File: src/rtl/parallel_to_serial.sv
// -----------------------------------------------------------------------------
// parallel_to_serial
//   Captures one wide word of N_SAMPLES packed samples from a val/rdy input port
//   and replays it one sample per handshake on a narrow val/rdy output port.
//   Sample 0 (the LSBs) goes out first. While a word is being sent the input
//   port is closed, so the captured word cannot change mid-burst.
//
// Ports
//   clk       in   rising-edge clock
//   reset     in   asynchronous, active-high reset
//   recv_msg  in   parallel word, sample i at [i*BIT_WIDTH +: BIT_WIDTH]
//   recv_val  in   recv_msg valid
//   recv_rdy  out  block can capture a word (IDLE only)
//   send_msg  out  current serial sample (0 when not sending)
//   send_val  out  send_msg valid (SEND only)
//   send_rdy  in   downstream accepts send_msg
// -----------------------------------------------------------------------------
module parallel_to_serial #(
  parameter int BIT_WIDTH = 32,
  parameter int N_SAMPLES = 8
) (
  input  logic                           clk,
  input  logic                           reset,
  input  logic [BIT_WIDTH*N_SAMPLES-1:0] recv_msg,
  input  logic                           recv_val,
  output logic                           recv_rdy,
  output logic [BIT_WIDTH-1:0]           send_msg,
  output logic                           send_val,
  input  logic                           send_rdy
);

  localparam int CW = $clog2(N_SAMPLES);
  localparam logic [CW-1:0] LAST_IDX = CW'(N_SAMPLES - 1);

  typedef enum logic [0:0] {
    IDLE = 1'b0,
    SEND = 1'b1
  } state_t;

  state_t                         state_q, state_d;
  logic [CW-1:0]                  count_q, count_d;
  logic [BIT_WIDTH*N_SAMPLES-1:0] data_q, data_d;
  // Output enable: stays low through reset and rises on the first clock edge
  // after reset is released, so recv_rdy is held low until the block has seen
  // a clean edge.
  logic                           out_en_q, out_en_d;

  // Clamped sample index: any out-of-range count is treated as the last sample.
  logic [CW-1:0]                  sel_idx;

  // Next-state, counter and capture-register logic.
  always_comb begin
    state_d  = state_q;
    count_d  = count_q;
    data_d   = data_q;
    out_en_d = 1'b1;
    case (state_q)
      IDLE: begin
        if (recv_val && out_en_q) begin
          data_d  = recv_msg;
          count_d = {CW{1'b0}};
          state_d = SEND;
        end else begin
          state_d = IDLE;
        end
      end
      SEND: begin
        if (send_rdy) begin
          // ">=" so an unreachable out-of-range count still ends the word.
          if (count_q >= LAST_IDX) begin
            count_d = {CW{1'b0}};
            state_d = IDLE;
          end else begin
            count_d = count_q + CW'(1);
          end
        end else begin
          state_d = SEND;
        end
      end
      default: begin
        state_d = IDLE;
        count_d = {CW{1'b0}};
      end
    endcase
  end

  // State, counter, capture register and output-enable flops.
  always_ff @(posedge clk or posedge reset) begin
    if (reset) begin
      state_q  <= IDLE;
      count_q  <= {CW{1'b0}};
      data_q   <= {(BIT_WIDTH*N_SAMPLES){1'b0}};
      out_en_q <= 1'b0;
    end else begin
      state_q  <= state_d;
      count_q  <= count_d;
      data_q   <= data_d;
      out_en_q <= out_en_d;
    end
  end

  // Output decode from registered state/count only.
  always_comb begin
    sel_idx  = count_q;
    recv_rdy = 1'b0;
    send_val = 1'b0;
    send_msg = {BIT_WIDTH{1'b0}};
    if (count_q > LAST_IDX) begin
      sel_idx = LAST_IDX;
    end else begin
      sel_idx = count_q;
    end
    case (state_q)
      IDLE: begin
        recv_rdy = out_en_q;
        send_val = 1'b0;
        send_msg = {BIT_WIDTH{1'b0}};
      end
      SEND: begin
        recv_rdy = 1'b0;
        send_val = 1'b1;
        send_msg = data_q[sel_idx*BIT_WIDTH +: BIT_WIDTH];
      end
      default: begin
        recv_rdy = 1'b0;
        send_val = 1'b0;
        send_msg = {BIT_WIDTH{1'b0}};
      end
    endcase
  end

endmodule

File: config.mk
export PLATFORM = sky130hd
export DESIGN_NAME = parallel_to_serial
export DESIGN_NICKNAME = d
export VERILOG_FILES = /design/src/rtl/parallel_to_serial.sv
export SDC_FILE = /design/constraint.sdc
export NUM_CORES = 1
export LEC_CHECK = 0
export ABC_AREA = 1
export CORE_MARGIN = 2
export CORE_UTILIZATION = 40
export CTS_CLUSTER_SIZE = 28
export DETAILED_ROUTE_END_ITERATION = 12
export PLACE_DENSITY = 0.63
export SETUP_SLACK_MARGIN = 0.3
export SLEW_MARGIN = 40
export SYNTH_ARGS = -nofsm -noshare
export SYNTH_HDL_FRONTEND = slang
export SYNTH_SLANG_ARGS = --single-unit
File: constraint.sdc
create_clock -name clk -period 28 [get_ports clk]
set_input_delay 7 -clock clk [delete_from_list [all_inputs] [get_ports clk]]
set_output_delay 7 -clock clk [all_outputs]
set_load 0.01 [all_outputs]
After elaboration in Yosys (flattened, before gate mapping)
Cells that the tools add are included.

operators by class
  $lt $le $gt $ge = 2
  shifts and indexed selects = 1
  bitwise operators = 1
  multiplexer cells = 12
  equality and inequality tests = 2
  add/sub/neg operators = 1
  reduce and logical (&&, ||, !) cells = 3

operators by type and width
  operator                                              count
  indexed part select 256 x 9 -> 32 bit                 1
  one-hot mux 32 bit (2 select lines)                   1
  2-to-1 mux 3 bit                                      4
  one-hot mux 1 bit (2 select lines)                    3
  one-hot mux 3 bit (2 select lines)                    1
  != test 2 bit, second input constant                  2
  AND reduction 2 bit                                   2
  adder 3 x 1 -> 3 bit, second input constant           1
  >= comparator 3 bit, second input constant            1
  greater-than comparator 3 bit, second input constant  1
  2-to-1 mux 1 bit                                      3
  logical AND 1 bit                                     1
  inverter 1 bit                                        1

storage, ports and cells
  input port bits = 260
  output and inout bits = 34
  bits in registers = 261

Depth between registers and ports, before layout
Gate-level depths: netlist of the first run.

  depth after elaboration = 4
  depth in mapped cells = 9
  mapped depth without buffers = 7

Least setup slack after synthesis of the first run
No wires, ideal clock.

  path type = flip-flop to output port
  start point = reg count_q[0]
  end point = out send_msg[22]
  stages on the path, launching flop included = 9
  slack = 19751 ps
  arrival time = 1249 ps
  path through = dfrtp_1 -> buf_4 -> buf_4 -> buf_4 -> nand2_1 -> nand3_1 -> nand2_1 -> nor2_1 -> nor2_1

between the ends
  longest elaborated chain between the ends = 4

ends and longest elaborated chain
  element                                  line  text
  from (decl)                              41    logic [CW-1:0] count_q, count_d;
  from (signal assigned)                   91    count_q <= {CW{1'b0}};
  from (signal assigned)                   96    count_q <= count_d;
  greater-than comparator 3 bit            108   if (count_q > LAST_IDX) begin
  2-to-1 mux 3 bit *                       108
  indexed part select 256 x 9 -> 32 bit *  122   send_msg = data_q[sel_idx*BIT_WIDTH +: BIT_WIDTH];
  one-hot mux 32 bit (2 select lines) *    113   case (state_q)
  to (decl)                                27    output logic [BIT_WIDTH-1:0] send_msg,

Mark *: on every way between the ends. The rest lies on a longest branch, timed or not.

Worst setup path in the final report of the first run
  start point = reg count_q[0]
  end point = out send_msg[16]

The elaborated chain is that of the path after synthesis.

==> metrics.csv, run 1 <==
stage,metric,value,unit
grt,antenna violations before repair,2,
synthesis,Mapped Area,13200,um2
power,switching power,777,uW
setup_path,CP Data Required Time,21.00,ns
timing,min Tclk post-route,11.11,ns
finish,fin util,52.5,%
finish,Layout Nets,2231,
setup_path,worst reg-to-reg path cell count,6,
floorplanning,Chip Height,186,um
timing,Final setup viols,0,
detailed_routing,drc violations,0,
floorplanning,die width,186,um
setup_path,"Worst Path Class, Setup",register to output pin,
detailed_routing,Detailed Routing Iterations Pass 1,5,
synthesis,share of the synthesized area in the top cell type,49.5,%
timing,FMAX,90.0,MHz
power,P_leak,0.00854,uW
synthesis,Synth Warn #,0,
clock_tree,clk_lat worst skew,0.56,ns
setup_path,CP arrival,4.11,ns
grt,GRT overflow,0,
timing,final setup TNS,0,ns
detailed_routing,WL/cell,18.7,um
synthesis,library cells used by synthesis,20,
clock_tree,"Clk pin slew, worst setup/hold paths",0.06,ns
grt,largest net degree at the start of global routing,132,
finish,"commonest non-fill, non-tap cell in the layout",nand2_1,
finish,Area Growth Syn to Fin,29.4,%
synthesis,"Net Count, Synth",2022,
synthesis,Synth Instances,1760,
setup_path,FF-to-FF setup slack,25.18,ns
clock_tree,clock buffer depth,3,
hold_path,hold path cells,2,
power,post-layout power,1880,uW
detailed_routing,Iteration-0 DRC Markers,1045,
detailed_routing,Avg Vias per Cell,5.04,
placement,placed instance area,16100,um2
detailed_routing,routed wire length,45.6,mm
placement,hpwl dp,31.6,mm
finish,most frequent cells in the layout,"nand2_1, clkdlybuf4s50_1, nand3_1",
placement,Buffers on Ports,293,
grt,first-pass GRT wire length,69.5,mm
power,Clock Power Share,21.0,%
timing,RSZ-0062 raised after global routing,false,
timing,period utilisation layout,39.7,%
setup_path,RR Endpoint,data_q[76]$_DFFE_PP0P_,
power,Gate power share,43.6,%
power,Power Density,110,nW/um2
timing,clock skew,0.00806,ns
finish,layout cells sized above 1,6.63,%
detailed_routing,vias,12264,
placement,placer congestion estimate,0.874,
hold_path,hold_sp,data_q[8]$_DFFE_PP0P_,
timing,Slew headroom,44.7,%
clock_tree,hold_buf cts,0,
clock_tree,CTS tree,yes,
outcome,outcome,"complete, no violations",
clock_tree,Post-CTS Setup Bufs,0,
clock_tree,Root Driver,clkbuf_16,
clock_tree,Sink Count,261,
setup_path,startpoint types,register,
setup_path,CP endpoint kind,output pin,
synthesis,most area-consuming cells after synthesis,"dfrtp_1, nand2_1, nand3_1, nor2_1, a21oi_2",
setup_path,reg2reg start,state_q$_DFF_PP0_,
synthesis,Yosys top cell by area,dfrtp_1,
power,Int Power,1100,uW
timing,count of final hold-check violations,0,
floorplanning,Die ar.,34500,um2
power,switching share of total power,41.4,%
hold_path,Hold WC Path Type,register to register,
floorplanning,Core Area,32500,um2
flow_run,Max Cap Viol,0,
clock_tree,PostCTS Resize Cnt,0,
power,sequential power share,35.3,%
power,VDD IR max,0.0504,mV
grt,GRT Util Overall,26.3,%
floorplanning,Ports,294,
grt,vias in the first global route,11859,
clock_tree,Num CTS Buffers,29,
finish,post-route cell area,17100,um2
floorplanning,initial core utilization,40.6,%
timing,Pins Over Slew Limit,0,
hold_path,Hold Crit Endpoint,data_q[8]$_DFFE_PP0P_,
synthesis,"Seq/Total Area, Yosys",49.5,%
synthesis,syn_area_per_cell,7.50,um2
setup_path,CP Max Fanout,67,
clock_tree,CTS H-tree depth,1,
floorplanning,num rows,66,
synthesis,Seq cells post-synth,261,
timing,worst slew pin tran,0.830,ns
detailed_routing,Routed Antenna Nets,0,
==> critical path, stage by stage (launching register included) <==
cell	delay, ns
dfrtp_4	0.75
inv_4	0.59
buf_4	0.76
nand2_1	0.13
nand3_1	0.25
nand2_1	0.09
nand2_1	0.07
nand2_1	0.06
nor2_1	0.14
clkdlybuf4s50_1	0.56
==> registers in the layout (all words and copies together), names as in the netlist <==
register / cells
out_en_q: 1
state_q: 1
count_q: 3
data_q: 256
==> how the worst max path moves through the flow <==
stage / from / end / slack, ns / cells past startpoint
after floorplan: reset / count_q[0]$_DFFE_PP0P_ / 13.82 / 1
after global placement: count_q[0]$_DFFE_PP0P_ / send_msg[18] / 17.54 / 9
after detailed placement: count_q[0]$_DFFE_PP0P_ / send_msg[16] / 17.53 / 9
after CTS: count_q[0]$_DFFE_PP0P_ / send_msg[16] / 16.94 / 9
after global routing: count_q[0]$_DFFE_PP0P_ / send_msg[18] / 16.68 / 9
final: count_q[0]$_DFFE_PP0P_ / send_msg[16] / 16.89 / 9
==> through the flow <==
stage,instances,worst slack [ns],hold slack [ns]
after floorplan,1760,13.82,0.437
after global placement,2379,17.54,0.450
after detailed placement,2380,17.53,0.454
after CTS,2432,16.94,0.469
after global routing,2433,16.68,0.488
final,2434,16.89,0.466
==> synthesized netlist by cell type (all sizes together) <==
| library cell | instances |
|---|---|
| a21oi | 64 |
| a22oi | 1 |
| buf | 100 |
| clkbuf | 30 |
| conb | 1 |
| dfrtp | 261 |
| ha | 2 |
| inv | 72 |
| nand2 | 712 |
| nand3 | 289 |
| nand4 | 1 |
| nor2 | 193 |
| o21ai | 32 |
| o22ai | 2 |
==> cells by family after synthesis <==
kind of cell / share of synthesized area (%)
other: 0.0284
and+or+nand+nor: 36.8
DFF: 49.5
buffers and inverters: 7.97
AOI/OAI and AO/OA: 5.55
adders and majority gates: 0.189
==> routing by layer <==
metal	wire length [um]	track usage [%]
met1	20700	38.2
met2	20100	39.8
met3	3190	4.05
met4	1570	9.39
met5	0	0
==> cell type report <==
class,instances,area [um2]
fill,3212,15400
sequential,261,6540
multi-input combinational,1297,5640
timing repair buffer,308,3090
clock buffer,42,855
tap,442,553
inverter,72,285
clock inverter,10,129
antenna,2,5.00
==> power by group through the flow <==
stage | Combinational (uW) | Clock, uW | Sequential (uW)
3_5_place_dp | 819 | 0 | 667
3_3_place_gp | 808 | 0 | 667
2_1_floorplan | 546 | 0 | 616
6_report | 819 | 395 | 663
5_1_grt | 920 | 415 | 681
4_1_cts | 822 | 402 | 661
Note: power is estimated with default switching activity, not from simulation.
==> inputs of run 2 (changes only) <==
Settings changed: PLACE_DENSITY 0.63 to 0.65.
Clock period 28 ns to 9.2 ns, I/O delays scaled along.
==> run 2 against run 1 <==
Compared with the run above: largest cell class unchanged; hold slack better by 0.0036 ns; critical endpoint is now send_msg[4]; highest routed layer unchanged; sequential power rose to 3.0 times the previous value; wire length down 2.2%; core utilization up 0.25 points.
==> metrics.csv, run 2 (synthesized netlist as in run 1, its figures left out) <==
stage,metric,value,unit
hold_path,Hold Crit Endpoint,data_q[18]$_DFFE_PP0P_,
timing,period utilisation layout,65.0,%
floorplanning,Chip Height,186,um
finish,most frequent cells in the layout,"nand2_1, clkdlybuf4s50_1, nand3_1",
setup_path,startpoint types,register,
timing,worst slew pin tran,0.815,ns
finish,fill count,3164,
grt,largest net degree at the start of global routing,194,
setup_path,CP Max Fanout,73,
finish,Layout Nets,2235,
setup_path,CP arrival,3.68,ns
clock_tree,hold_buf cts,0,
finish,max reg flops,256,
grt,GRT overflow,0,
hold_path,Hold WC Path Type,register to register,
timing,FMAX,167,MHz
floorplanning,initial core utilization,40.6,%
clock_tree,CTS H-tree depth,1,
power,post-layout power,5710,uW
placement,hpwl dp,31.0,mm
clock_tree,Root Driver,clkbuf_16,
flow_run,Max Cap Viol,0,
clock_tree,clk_lat worst skew,0.54,ns
timing,RSZ-0062 raised after global routing,false,
timing,final hold slack,0.469,ns
finish,Largest regs,"data_q (256), count_q (3)",
setup_path,slowest CP cell,dfrtp_4,
setup_path,Buf/Inv on CP,3,
clock_tree,CTS tree,yes,
clock_tree,Sink Count,261,
finish,multi-input logic area,5640,um2
detailed_routing,Iteration-0 DRC Markers,986,
floorplanning,Die ar.,34500,um2
detailed_routing,Detailed Routing Iterations Pass 1,7,
hold_path,hold path cells,2,
finish,register area,6540,um2
setup_path,"delay-heaviest family, CP",buffers and inverters,
outcome,outcome,"complete, no violations",
detailed_routing,drc violations,0,
hold_path,hold_sp,data_q[18]$_DFFE_PP0P_,
detailed_routing,Avg Vias per Cell,5.07,
detailed_routing,vias,12360,
timing,min Tclk post-route,5.98,ns
finish,"commonest non-fill, non-tap cell in the layout",nand2_1,
floorplanning,num rows,66,
finish,post-route cell area,17200,um2
setup_path,reg2reg start,state_q$_DFF_PP0_,
setup_path,largest incremental delay on the critical path,0.74,ns
floorplanning,Ports,294,
setup_path,CP endpoint kind,output pin,
setup_path,"Worst Path Class, Setup",register to output pin,
finish,layout cells sized above 1,6.92,%
clock_tree,clock buffer depth,3,
clock_tree,Post-CTS Setup Bufs,0,
detailed_routing,Routed Antenna Nets,0,
clock_tree,"Clk pin slew, worst setup/hold paths",0.06,ns
setup_path,number of cells on the critical path,7,
floorplanning,die width,186,um
setup_path,worst reg-to-reg path cell count,9,
setup_path,RR Endpoint,data_q[83]$_DFFE_PP0P_,
timing,clock skew,0.0124,ns
setup_path,CP Data Required Time,6.90,ns
power,P_leak,0.00857,uW
detailed_routing,WL/cell,18.3,um
grt,antenna violations before repair,2,
placement,placed instance area,16200,um2
grt,first-pass GRT wire length,68.1,mm
timing,Final setup viols,0,
grt,vias in the first global route,12011,
timing,count of final hold-check violations,0,
timing,final setup TNS,0,ns
detailed_routing,routed wire length,44.6,mm
setup_path,crit-path cells,"inv_4, buf_4, nor2_1, nor2_1, nor2_1, nor2_1, clkdlybuf4s50_1",
power,VDD IR max,0.172,mV
placement,Buffers on Ports,293,
floorplanning,Core Area,32500,um2
setup_path,FF-to-FF setup slack,5.87,ns
grt,GRT Util Overall,25.7,%
setup_path,CP most frequent cell,nor2_1,
timing,Slew headroom,45.7,%
clock_tree,Num CTS Buffers,29,
finish,"Most flops, register",data_q,
clock_tree,PostCTS Resize Cnt,0,
power,Power Density,333,nW/um2
placement,placer congestion estimate,0.919,
timing,Pins Over Slew Limit,0,
finish,Area Growth Syn to Fin,30.1,%
## run 2: cell count changes in the layout (fill, tap and decap cells not counted), sizes merged
cell      change
clkbuf        -5
buf           +4
clkinvlp      +4
clkinv        +2
inv           -2
## run 2: per-stage QoR
stage / worst slack (ns) / util, % / instances
floorplan: 3.46 / - / 1760
detailed placement: 3.81 / 49.7 / 2383
global route: 3.03 / 52.8 / 2437
finish: 3.22 / 52.8 / 2437
global placement: 3.82 / 49.4 / 2380
CTS: 3.22 / 52.7 / 2434
## run 2: worst max path at each step
stage / end / slack (ns) / startpoint
finish: send_msg[4] / 3.22 / count_q[0]$_DFFE_PP0P_
detailed placement: send_msg[23] / 3.81 / count_q[0]$_DFFE_PP0P_
global placement: send_msg[4] / 3.82 / count_q[0]$_DFFE_PP0P_
floorplan: count_q[0]$_DFFE_PP0P_ / 3.46 / reset
global route: send_msg[5] / 3.03 / count_q[0]$_DFFE_PP0P_
CTS: send_msg[23] / 3.22 / count_q[0]$_DFFE_PP0P_
## run 2: layer usage
metal	vias up	track usage [%]	part of all wire, %
met3	82	4.95	7.9
li1	5945	-	-
met5	-	0	0
met1	5851	37.5	45
met4	0	8.91	3.7
met2	482	38.0	43
## run 2: power breakdown
group / internal (uW) / switching, uW
clock network: 709 / 485
registers: 1680 / 305
logic: 957 / 1580
total: 3340 / 2370
## run 2: final cells by class
| class | count | area share (%) |
|---|---|---|
| clock inverter | 14 | 0.976 |
| multi-input combinational | 1297 | 32.8 |
| antenna | 2 | 0.0291 |
| sequential | 261 | 38.1 |
| timing repair buffer | 312 | 18.5 |
| clock buffer | 37 | 4.75 |
| inverter | 72 | 1.61 |
| tap | 442 | 3.22 |
## run 2: tightest hold or removal path, delay by kind of cell (launching register included)
family | cells | cell delay (ns)
simple gates | 2 | 0.11
flops | 1 | 0.34
==> inputs of run 3 (changes only) <==
Clock period 9.2 ns to 5.1 ns, I/O delays scaled along.
==> run 3 against run 2 <==
Compared with the run above: combinational power is 83% higher; clock skew is 0.0066 ns lower; non-clock buffer count is 2 lower; register-to-register slack worse by 4.0 ns; setup slack worse by 2.4 ns; clock power is 71% higher; final cell count hardly changed; die area stayed put; power is 79% higher; largest power group unchanged; count of clock-buffer cells in the layout is 6 higher; core utilization is 0.25 points lower; highest routed layer unchanged; critical path type unchanged.
==> metrics.csv, run 3 (synthesized netlist as in run 1, its figures left out) <==
stage,metric,value,unit
outcome,outcome,"complete, no violations",
power,P_leak,0.00853,uW
clock_tree,clock buffer depth,3,
flow_run,Max Cap Viol,0,
setup_path,CP most frequent cell,nand2_1,
detailed_routing,Detailed Routing Iterations Pass 1,5,
setup_path,largest incremental delay on the critical path,0.62,ns
floorplanning,Core Area,32500,um2
clock_tree,CTS H-tree depth,1,
setup_path,"delay-heaviest family, CP",buffers and inverters,
power,VDD IR max,0.352,mV
clock_tree,Num CTS Buffers,29,
timing,RSZ-0062 raised after global routing,false,
setup_path,worst reg-to-reg path cell count,7,
finish,most frequent cells in the layout,"nand2_1, clkdlybuf4s50_1, nand3_1",
detailed_routing,Iteration-0 DRC Markers,1214,
finish,Layout Nets,2233,
finish,Area Growth Syn to Fin,29.4,%
setup_path,number of cells on the critical path,8,
timing,worst slew pin tran,0.822,ns
detailed_routing,Routed Antenna Nets,0,
finish,"commonest non-fill, non-tap cell in the layout",nand2_1,
floorplanning,Chip Height,186,um
setup_path,FF-to-FF setup slack,1.87,ns
setup_path,CP Data Required Time,3.83,ns
grt,GRT overflow,0,
timing,Final setup viols,0,
timing,final setup TNS,0,ns
timing,Pins Over Slew Limit,0,
grt,first-pass GRT wire length,67.6,mm
setup_path,RR Endpoint,data_q[122]$_DFFE_PP0P_,
clock_tree,hold_buf cts,0,
grt,antenna violations before repair,1,
setup_path,slowest CP cell,buf_4,
setup_path,CP Max Fanout,70,
floorplanning,die width,186,um
clock_tree,Post-CTS Setup Bufs,0,
setup_path,crit-path cells,"buf_4, nand2_1, nand3_1, nand2_1, nand2_1, nand2_1, nor2_1, clkdlybuf4s50_1",
floorplanning,initial core utilization,40.6,%
grt,vias in the first global route,12025,
placement,hpwl dp,30.5,mm
power,Power Density,597,nW/um2
finish,"Most flops, register",data_q,
floorplanning,Ports,294,
finish,layout cells sized above 1,6.73,%
timing,Slew headroom,45.2,%
placement,Buffers on Ports,293,
hold_path,hold_sp,data_q[13]$_DFFE_PP0P_,
setup_path,"Worst Path Class, Setup",register to output pin,
clock_tree,Sink Count,261,
timing,FMAX,232,MHz
finish,fill count,3209,
timing,period utilisation layout,84.4,%
floorplanning,Die ar.,34500,um2
timing,count of final hold-check violations,0,
timing,min Tclk post-route,4.31,ns
setup_path,Buf/Inv on CP,2,
hold_path,Hold Crit Endpoint,data_q[13]$_DFFE_PP0P_,
power,post-layout power,10200,uW
detailed_routing,vias,12281,
hold_path,Hold WC Path Type,register to register,
setup_path,CP endpoint kind,output pin,
clock_tree,PostCTS Resize Cnt,0,
grt,GRT Util Overall,25.5,%
detailed_routing,WL/cell,18.2,um
finish,max reg flops,256,
finish,Largest regs,"data_q (256), count_q (3)",
timing,clock skew,0.00580,ns
clock_tree,"Clk pin slew, worst setup/hold paths",0.06,ns
detailed_routing,drc violations,0,
setup_path,CP arrival,3.03,ns
floorplanning,num rows,66,
finish,fin util,52.5,%
grt,largest net degree at the start of global routing,194,
placement,placer congestion estimate,0.972,
setup_path,reg2reg start,state_q$_DFF_PP0_,
detailed_routing,Avg Vias per Cell,5.04,
clock_tree,CTS tree,yes,
timing,final hold slack,0.464,ns
hold_path,hold path cells,2,
clock_tree,clk_lat worst skew,0.54,ns
clock_tree,Root Driver,clkbuf_16,
setup_path,startpoint types,register,
detailed_routing,routed wire length,44.4,mm
## run 3: cell types whose count changed in the layout (fill, tap and decap cells not counted), sizes merged
cell      change
bufinv        -2
clkinvlp      -2
clkinv        -1
buf           -2
clkbuf        +6
diode         -1
## run 3: where the power goes
| group | internal [uW] | switching, uW |
|---|---|---|
| Combinational | 1730 | 2910 |
| Sequential | 3030 | 489 |
| Clock | 1190 | 849 |
| Total | 5960 | 4240 |
## run 3: how the worst max path moves through the flow
stage,from,to
final,count_q[0]$_DFFE_PP0P_,send_msg[21]
after global routing,count_q[0]$_DFFE_PP0P_,send_msg[21]
after CTS,count_q[0]$_DFFE_PP0P_,send_msg[21]
after detailed placement,count_q[0]$_DFFE_PP0P_,send_msg[21]
after global placement,count_q[0]$_DFFE_PP0P_,send_msg[21]
after floorplan,reset,count_q[0]$_DFFE_PP0P_
## run 3: per-layer routing
metal | GRT usage, % | up-vias | routed length [um]
met5 | 0 | - | 0
met4 | 8.69 | 0 | 1550
met3 | 3.31 | 72 | 3040
met2 | 39.3 | 470 | 19800
met1 | 37.0 | 5791 | 20000
li1 | - | 5948 | -
## run 3: cell type report
class | count | area, um2 | area share [%]
Sequential cell | 261 | 6540 | 38.3
Clock buffer | 43 | 848 | 4.96
Multi-Input combinational cell | 1297 | 5640 | 33.0
Clock inverter | 9 | 72.6 | 0.425
Inverter | 72 | 282 | 1.65
Timing Repair Buffer | 310 | 3160 | 18.5
Tap cell | 442 | 553 | 3.24
Antenna cell | 1 | 2.50 | 0.0146
## run 3: per-stage QoR
stage / std cells / worst slack (ns) / area, um2
after floorplan: 1760 / 0.383 / 13200
after global placement: 2381 / 1.20 / 16100
after CTS: 2433 / 0.761 / 17100
final: 2435 / 0.794 / 17100
after detailed placement: 2381 / 1.36 / 16100
after global routing: 2435 / 0.657 / 17100
## run 3: tightest hold or removal path, delay by kind of cell, from the launching register on
family | cells | cell delay [ns]
flops | 1 | 0.33
simple gates | 2 | 0.10
